## src/rtl/pipeline_run_ctrl_pkg.sv

```systemverilog
`default_nettype none
// ============================================================================
//  Module      : pipeline_run_ctrl_pkg
//  Description : Shared encodings for the pipeline run-mode sequencer.
//  Revision    : 1.0 - initial release
// ============================================================================
package pipeline_run_ctrl_pkg;

    typedef enum logic [1:0] {
        CMD_RUN_CONT = 2'b00,
        CMD_STEP     = 2'b01,
        CMD_HALT     = 2'b10,
        CMD_CLEAR    = 2'b11
    } cmd_e;

    // Values match the mode decode inside every inter-stage latch.
    typedef enum logic [1:0] {
        MODE_FROZEN = 2'b00,
        MODE_CONT   = 2'b01,
        MODE_STEP   = 2'b11
    } mode_e;

    typedef enum logic [2:0] {
        ST_IDLE       = 3'd0,
        ST_CONT       = 3'd1,
        ST_STEP_PULSE = 3'd2,
        ST_DUMP       = 3'd3,
        ST_STEP_WAIT  = 3'd4,
        ST_DONE       = 3'd5,
        ST_CLR        = 3'd6
    } state_e;

    function automatic logic is_exec(input state_e s);
        return (s == ST_CONT) || (s == ST_STEP_PULSE);
    endfunction

endpackage
`default_nettype wire

```

## src/rtl/pipeline_run_ctrl_exec_cycle_counter.sv

```systemverilog
`default_nettype none
// ============================================================================
//  Module      : pipeline_run_ctrl_exec_cycle_counter
//  Description : Saturating executed-cycle counter with synchronous clear.
//  Revision    : 1.0 - initial release
// ============================================================================
module pipeline_run_ctrl_exec_cycle_counter #(
    parameter int NB_CYCLES = 32
) (
    input  logic                 i_clk,
    input  logic                 i_reset,
    input  logic                 i_clear,
    input  logic                 i_enable,
    output logic [NB_CYCLES-1:0] o_count
);

    logic [NB_CYCLES-1:0] r_count;

    always_ff @(posedge i_clk) begin
        if (i_reset || i_clear) begin
            r_count <= '0;
        end else if (i_enable && (r_count != '1)) begin
            r_count <= r_count + NB_CYCLES'(1);
        end
    end

    assign o_count = r_count;

endmodule
`default_nettype wire

```

## src/rtl/pipeline_run_ctrl.sv

```systemverilog
`default_nettype none
// ============================================================================
//  Module      : pipeline_run_ctrl
//  Description : Run-mode sequencer turning debug commands into pipeline
//                latch controls, with EOF drain, dump requests and cycle count.
//  Revision    : 1.0 - initial release
// ============================================================================
module pipeline_run_ctrl
    import pipeline_run_ctrl_pkg::*;
#(
    parameter int NB_CYCLES    = 32,
    parameter int DRAIN_CYCLES = 4,
    parameter int NB_DRAIN     = 3
) (
    input  logic                 i_clk,
    input  logic                 i_reset,
    input  logic                 i_cmd_valid,
    input  logic [1:0]           i_cmd,
    input  logic                 i_eof_flag,
    input  logic                 i_dump_done,
    output logic                 o_cmd_ack,
    output logic [1:0]           o_pipeline_mode,
    output logic                 o_run_clockcycle,
    output logic                 o_pipe_clear,
    output logic                 o_dump_req,
    output logic                 o_done,
    output logic [NB_CYCLES-1:0] o_cycle_count
);

    localparam logic [NB_DRAIN-1:0] c_drain_init = NB_DRAIN'(DRAIN_CYCLES - 1);

    state_e              r_state;
    state_e              w_next_state;
    logic                r_cmd_ack;
    logic                r_eof_seen;
    logic                r_finished;
    logic                r_step_session;
    logic [NB_DRAIN-1:0] r_drain_cnt;

    logic                w_exec;
    logic                w_finishing;
    logic                w_accept;
    logic                w_halt_finish;
    logic                w_session_set;
    logic                w_session_clr;
    cmd_e                w_cmd;
    mode_e               w_mode;

    assign w_cmd       = cmd_e'(i_cmd);
    assign w_exec      = is_exec(r_state);
    // Last exec cycle of the program: drain already counted down to zero.
    assign w_finishing = w_exec && r_eof_seen && (r_drain_cnt == '0);

    always_comb begin
        w_next_state  = r_state;
        w_accept      = 1'b0;
        w_halt_finish = 1'b0;
        w_session_set = 1'b0;
        w_session_clr = 1'b0;
        case (r_state)
            ST_IDLE: begin
                if (i_cmd_valid) begin
                    w_accept = 1'b1;
                    case (w_cmd)
                        CMD_RUN_CONT: w_next_state = ST_CONT;
                        CMD_STEP: begin
                            w_next_state  = ST_STEP_PULSE;
                            w_session_set = 1'b1;
                        end
                        CMD_CLEAR:    w_next_state = ST_CLR;
                        CMD_HALT:     w_next_state = ST_IDLE;
                    endcase
                end
            end
            ST_CONT: begin
                if (w_finishing) begin
                    w_next_state = ST_DUMP;
                end
                if (i_cmd_valid && (w_cmd == CMD_HALT)) begin
                    w_accept      = 1'b1;
                    w_halt_finish = 1'b1;
                    w_next_state  = ST_DUMP;
                end
            end
            ST_STEP_PULSE: w_next_state = ST_DUMP;
            ST_DUMP: begin
                if (i_dump_done) begin
                    w_next_state = (r_finished || !r_step_session) ? ST_DONE : ST_STEP_WAIT;
                end
            end
            ST_STEP_WAIT: begin
                if (i_cmd_valid) begin
                    w_accept = 1'b1;
                    case (w_cmd)
                        CMD_STEP:     w_next_state = ST_STEP_PULSE;
                        CMD_RUN_CONT: begin
                            w_next_state  = ST_CONT;
                            w_session_clr = 1'b1;
                        end
                        CMD_HALT: begin
                            w_next_state  = ST_DONE;
                            w_halt_finish = 1'b1;
                        end
                        CMD_CLEAR:    w_next_state = ST_CLR;
                    endcase
                end
            end
            ST_DONE: begin
                if (i_cmd_valid && (w_cmd == CMD_CLEAR)) begin
                    w_accept     = 1'b1;
                    w_next_state = ST_CLR;
                end
            end
            ST_CLR:  w_next_state = ST_IDLE;
            default: w_next_state = ST_IDLE;
        endcase
    end

    always_ff @(posedge i_clk) begin
        if (i_reset) begin
            r_state        <= ST_IDLE;
            r_cmd_ack      <= 1'b0;
            r_eof_seen     <= 1'b0;
            r_finished     <= 1'b0;
            r_step_session <= 1'b0;
            r_drain_cnt    <= '0;
        end else begin
            r_state   <= w_next_state;
            r_cmd_ack <= w_accept;
            if (r_state == ST_CLR) begin
                r_eof_seen     <= 1'b0;
                r_finished     <= 1'b0;
                r_step_session <= 1'b0;
                r_drain_cnt    <= '0;
            end else begin
                // EOF is only meaningful while the latches actually advance.
                if (w_exec) begin
                    if (!r_eof_seen) begin
                        if (i_eof_flag) begin
                            r_eof_seen  <= 1'b1;
                            r_drain_cnt <= c_drain_init;
                        end
                    end else if (r_drain_cnt == '0) begin
                        r_finished <= 1'b1;
                    end else begin
                        r_drain_cnt <= r_drain_cnt - NB_DRAIN'(1);
                    end
                end
                if (w_halt_finish) begin
                    r_finished <= 1'b1;
                end
                if (w_session_set) begin
                    r_step_session <= 1'b1;
                end else if (w_session_clr) begin
                    r_step_session <= 1'b0;
                end
            end
        end
    end

    always_comb begin
        w_mode = MODE_FROZEN;
        case (r_state)
            ST_CONT:       w_mode = MODE_CONT;
            ST_STEP_PULSE: w_mode = MODE_STEP;
            ST_STEP_WAIT:  w_mode = MODE_STEP;
            ST_DUMP:       w_mode = r_finished ? MODE_FROZEN : MODE_STEP;
            default:       w_mode = MODE_FROZEN;
        endcase
    end

    assign o_pipeline_mode  = w_mode;
    assign o_cmd_ack        = r_cmd_ack;
    assign o_run_clockcycle = (r_state == ST_STEP_PULSE);
    assign o_pipe_clear     = (r_state == ST_CLR);
    assign o_dump_req       = (r_state == ST_DUMP);
    assign o_done           = (r_state == ST_DONE);

    pipeline_run_ctrl_exec_cycle_counter #(
        .NB_CYCLES (NB_CYCLES)
    ) u_exec_cycle_counter (
        .i_clk    (i_clk),
        .i_reset  (i_reset),
        .i_clear  (r_state == ST_CLR),
        .i_enable (w_exec),
        .o_count  (o_cycle_count)
    );

endmodule
`default_nettype wire

```

## config.mk

```make
export PLATFORM = sky130hd
export DESIGN_NAME = pipeline_run_ctrl
export DESIGN_NICKNAME = d
export VERILOG_FILES = /design/src/rtl/pipeline_run_ctrl_pkg.sv /design/src/rtl/pipeline_run_ctrl_exec_cycle_counter.sv /design/src/rtl/pipeline_run_ctrl.sv
export SDC_FILE = /design/constraint.sdc
export NUM_CORES = 1
export LEC_CHECK = 0
export CORE_MARGIN = 2
export CORE_UTILIZATION = 50
export DETAILED_ROUTE_END_ITERATION = 16
export PLACE_DENSITY = 0.79
export SKIP_LAST_GASP = 1
export SYNTH_ARGS = -nofsm -noshare
export SYNTH_HDL_FRONTEND = slang
export SYNTH_SLANG_ARGS = --single-unit
```

## constraint.sdc

```tcl
create_clock -name i_clk -period 4.1 [get_ports i_clk]
set_input_delay 0.41 -clock i_clk [delete_from_list [all_inputs] [get_ports i_clk]]
set_output_delay 0.41 -clock i_clk [all_outputs]
set_load 0.005 [all_outputs]
```

==> results by group <==
Run status
  – Outcome: finished, final reports clean

Placement
  – Dpl ws: between 1.5 and 2 ns
  – Post-DP Area: between 2000 and 3000 sq um
  – Port Buffers: 45
  – Placer Congestion: slightly below 0.9
  – Post-DP HPWL: approximately 3800 um

Critical path
  – Worst setup EP type: output pin
  – Crit Reg-Reg Startpoint: r_state[2]
  – Worst Path Max Fanout: 15
  – Worst-case reg-to-reg path depth: 5
  – Reg2reg setup slack: approximately 1.8 ns
  – Critical Setup Path Class: flip-flop to output pin
  – Worst Setup Start Kind: flip-flop
  – RR Endpoint: r_drain_cnt[0]
  – CP required: 3.69 ns
  – Critical path arrival: 2.27 ns

STA
  – Period utilization: 65.3%
  – Final Max Slew Viols: 0
  – Fin worst setup slack: about 1.4 ns
  – Final setup fails: 0
  – Final Hold Violating Endpoints: 0
  – Setup TNS: 0 ns
  – Clock skew: 0.00254 ns
  – Minimum hold slack: 0.498 ns
  – Slew headroom: roughly half
  – Fin crit period: about 2.7 ns
  – RSZ-0062 raised after global routing: no
  – Fmax: 0.374 GHz
  – Least-Margin Pin Slew: about 0.75 ns

Routing
  – # DRC: 0
  – Vias post-DR: approximately 2200
  – Routed wire per std cell: about 14 um
  – Pre-antenna DRT Iters: 4
  – Antenna Nets Post-Route: 0
  – Mean number of vias per cell: between 5 and 6
  – Final wirelength: 5450 um
  – Starting DRT DRC Count: 188

Cells and area
  – Final #Nets: 325
  – Most frequent cells in the layout: clkdlybuf4s50_1, dfxtp_1, nor2_1, xnor2_1, nand2_1
  – Area Growth Syn to Fin: 22.3%
  – Finished Cell Area: 3010 sq um
  – Most common cell after layout, fill and taps aside: clkdlybuf4s50_1
  – Share of cells above drive strength 1: under 10%
  – N_diodes: 0
  – Util after Layout: a little under two thirds

Min path
  – Hold EP: r_drain_cnt[2]
  – Worst hold path depth: 2
  – Min-Delay Path Class: flip-flop to flip-flop
  – Hold path start: r_drain_cnt[2]

Synth
  – Syn Area/Cell: about 8.7 sq um
  – Area contributors post-synth: dfxtp_1, xnor2_1, nor2_1, a2111oi_2, a211oi_1
  – FF+latch count, synth: 42
  – Largest area contributor in the netlist: dfxtp_1
  – Synth cell types: between 50 and 60
  – Mapped Nets: 291
  – Top_reg_cell synth: dfxtp_1
  – Synth Warn #: 0
  – Synthesized area: ~2500 sq um
  – Asr flop ratio synth: 0%
  – Post-synth EDFFs: 0
  – Mapped Cells: 281
  – Seq/Total Area, Yosys: between 30 and 40%
  – Synth top area share: roughly a third

GRT
  – Largest net degree at the start of global routing: 36
  – Number of global-route vias before repair: 1907
  – Initial antenna violation count: 0
  – GRT Overall Usage: 21.1%
  – Congestion Overflow GR: 0
  – Global-route wire length before repair: about 9000 um

Clocking
  – Sink Count: 42
  – Resized cells post-CTS: 0
  – Clk root buf: clkbuf_8
  – Clk pin slew, worst setup/hold paths: 0.08 ns
  – Hold buffers post-CTS: 0
  – CTS buffer count: 5
  – CTS H-tree depth: 2
  – Post-CTS setup buffer count: 0
  – CTS tree: done
  – CTS max path bufs: 2
  – Clock Latency Late Sink: 0.30 ns

Floorplanning
  – Starting Density: ~52%
  – Die Y: 74.1 um
  – Die Wd: around 74 um
  – Die ar.: 5490 sq um
  – Total I/O pin count: 46
  – Core Region: 4720 sq um
  – Cell Rows: 25

Power and ir drop
  – Peak VDD IR: roughly 290 uV
  – PwrDens: roughly 370 nW/um^2
  – Leak: between 0.9 and 1 nW

Flow run
  – Max_cap viols: 0
-- stage by stage --
stage               cells  total power [mW]
floorplan             281             0.701
global placement      375             0.782
detailed placement    375             0.790
CTS                   382              1.13
global route          382              1.18
finish                382              1.12
-- layer usage --
| metal | vias up | routed length [um] | track usage [%] |
|---|---|---|---|
| met5 | - | 0 | 0 |
| met4 | 0 | 115 | 9.70 |
| met3 | 9 | 332 | 4.34 |
| met2 | 67 | 2480 | 32.5 |
| met1 | 1015 | 2520 | 28.5 |
| li1 | 1083 | - | - |
-- how the worst max path moves through the flow --
stage	end	startpoint	slack (ns)
6_report	o_pipe_clear	r_state[2]	1.42
3_5_place_dp	o_pipe_clear	r_state[2]	1.77
3_3_place_gp	o_pipe_clear	r_state[2]	1.83
2_1_floorplan	u_exec_cycle_counter.o_count[21]	u_exec_cycle_counter.o_count[0]	2.24
5_1_grt	o_pipe_clear	r_state[2]	1.28
4_1_cts	o_pipe_clear	r_state[2]	1.42
-- synth_stat cells (2+ instances only) --
master     instances
nand4_1           13
a21oi_1           11
a2111oi_2          7
or3_1              2
nor3_1             5
inv_1             11
a2111oi_0          2
a211oi_1          13
clkbuf_1           8
nor3b_1            4
a31o_1             2
nor2b_1            2
o21a_1             5
nand3_1            7
nand2_1           17
buf_2              6
buf_6              3
and4_1             6
a31oi_1            2
nor2_1            41
nand4_2            2
ha_1               3
and3_1             4
a211oi_2           2
mux2i_1            2
o21ai_0            4
dfxtp_1           42
xnor2_1           27
nor4_1             2
nor4b_1            2
-- power breakdown --
| part | total (mW) | switching (mW) | internal [mW] |
|---|---|---|---|
| Combinational | 0.288 | 0.153 | 0.135 |
| Clock | 0.337 | 0.143 | 0.195 |
| Sequential | 0.497 | 0.0600 | 0.437 |
| Total | 1.12 | 0.356 | 0.766 |
-- cell type report --
class	instances	area (sq um)
Fill cell	395	1720
Multi-Input combinational cell	209	1470
Sequential cell	42	841
Timing Repair Buffer	46	458
Tap cell	67	83.8
Clock buffer	6	82.6
Inverter	11	41.3
Clock inverter	1	30.0
-- state kept, by name, indices dropped and copies added, names as in the netlist --
signal / flops
r_drain_cnt: 3
r_step_session: 1
r_finished: 1
r_state: 3
r_eof_seen: 1
o_cmd_ack: 1
u_exec_cycle_counter.o_count: 32
-- critical path, cell delays in order (launching register included) --
cell,delay [ns]
dfxtp_1,0.62
inv_1,0.35
nor3b_1,0.42
clkdlybuf4s50_1,0.57
-- cell families after synthesis --
group / Yosys count / synth area share (%)
multiplexers: 3 / 1.27
AO/OA/AOI/OAI: 54 / 17.9
XOR/XNOR: 29 / 11.1
adder cells (fa/ha/maj): 3 / 1.53
buffers and inverters: 30 / 5.95
AND/OR/NAND/NOR: 120 / 28.0
flip-flops: 42 / 34.2
Note: power is estimated with default switching activity, not from simulation.
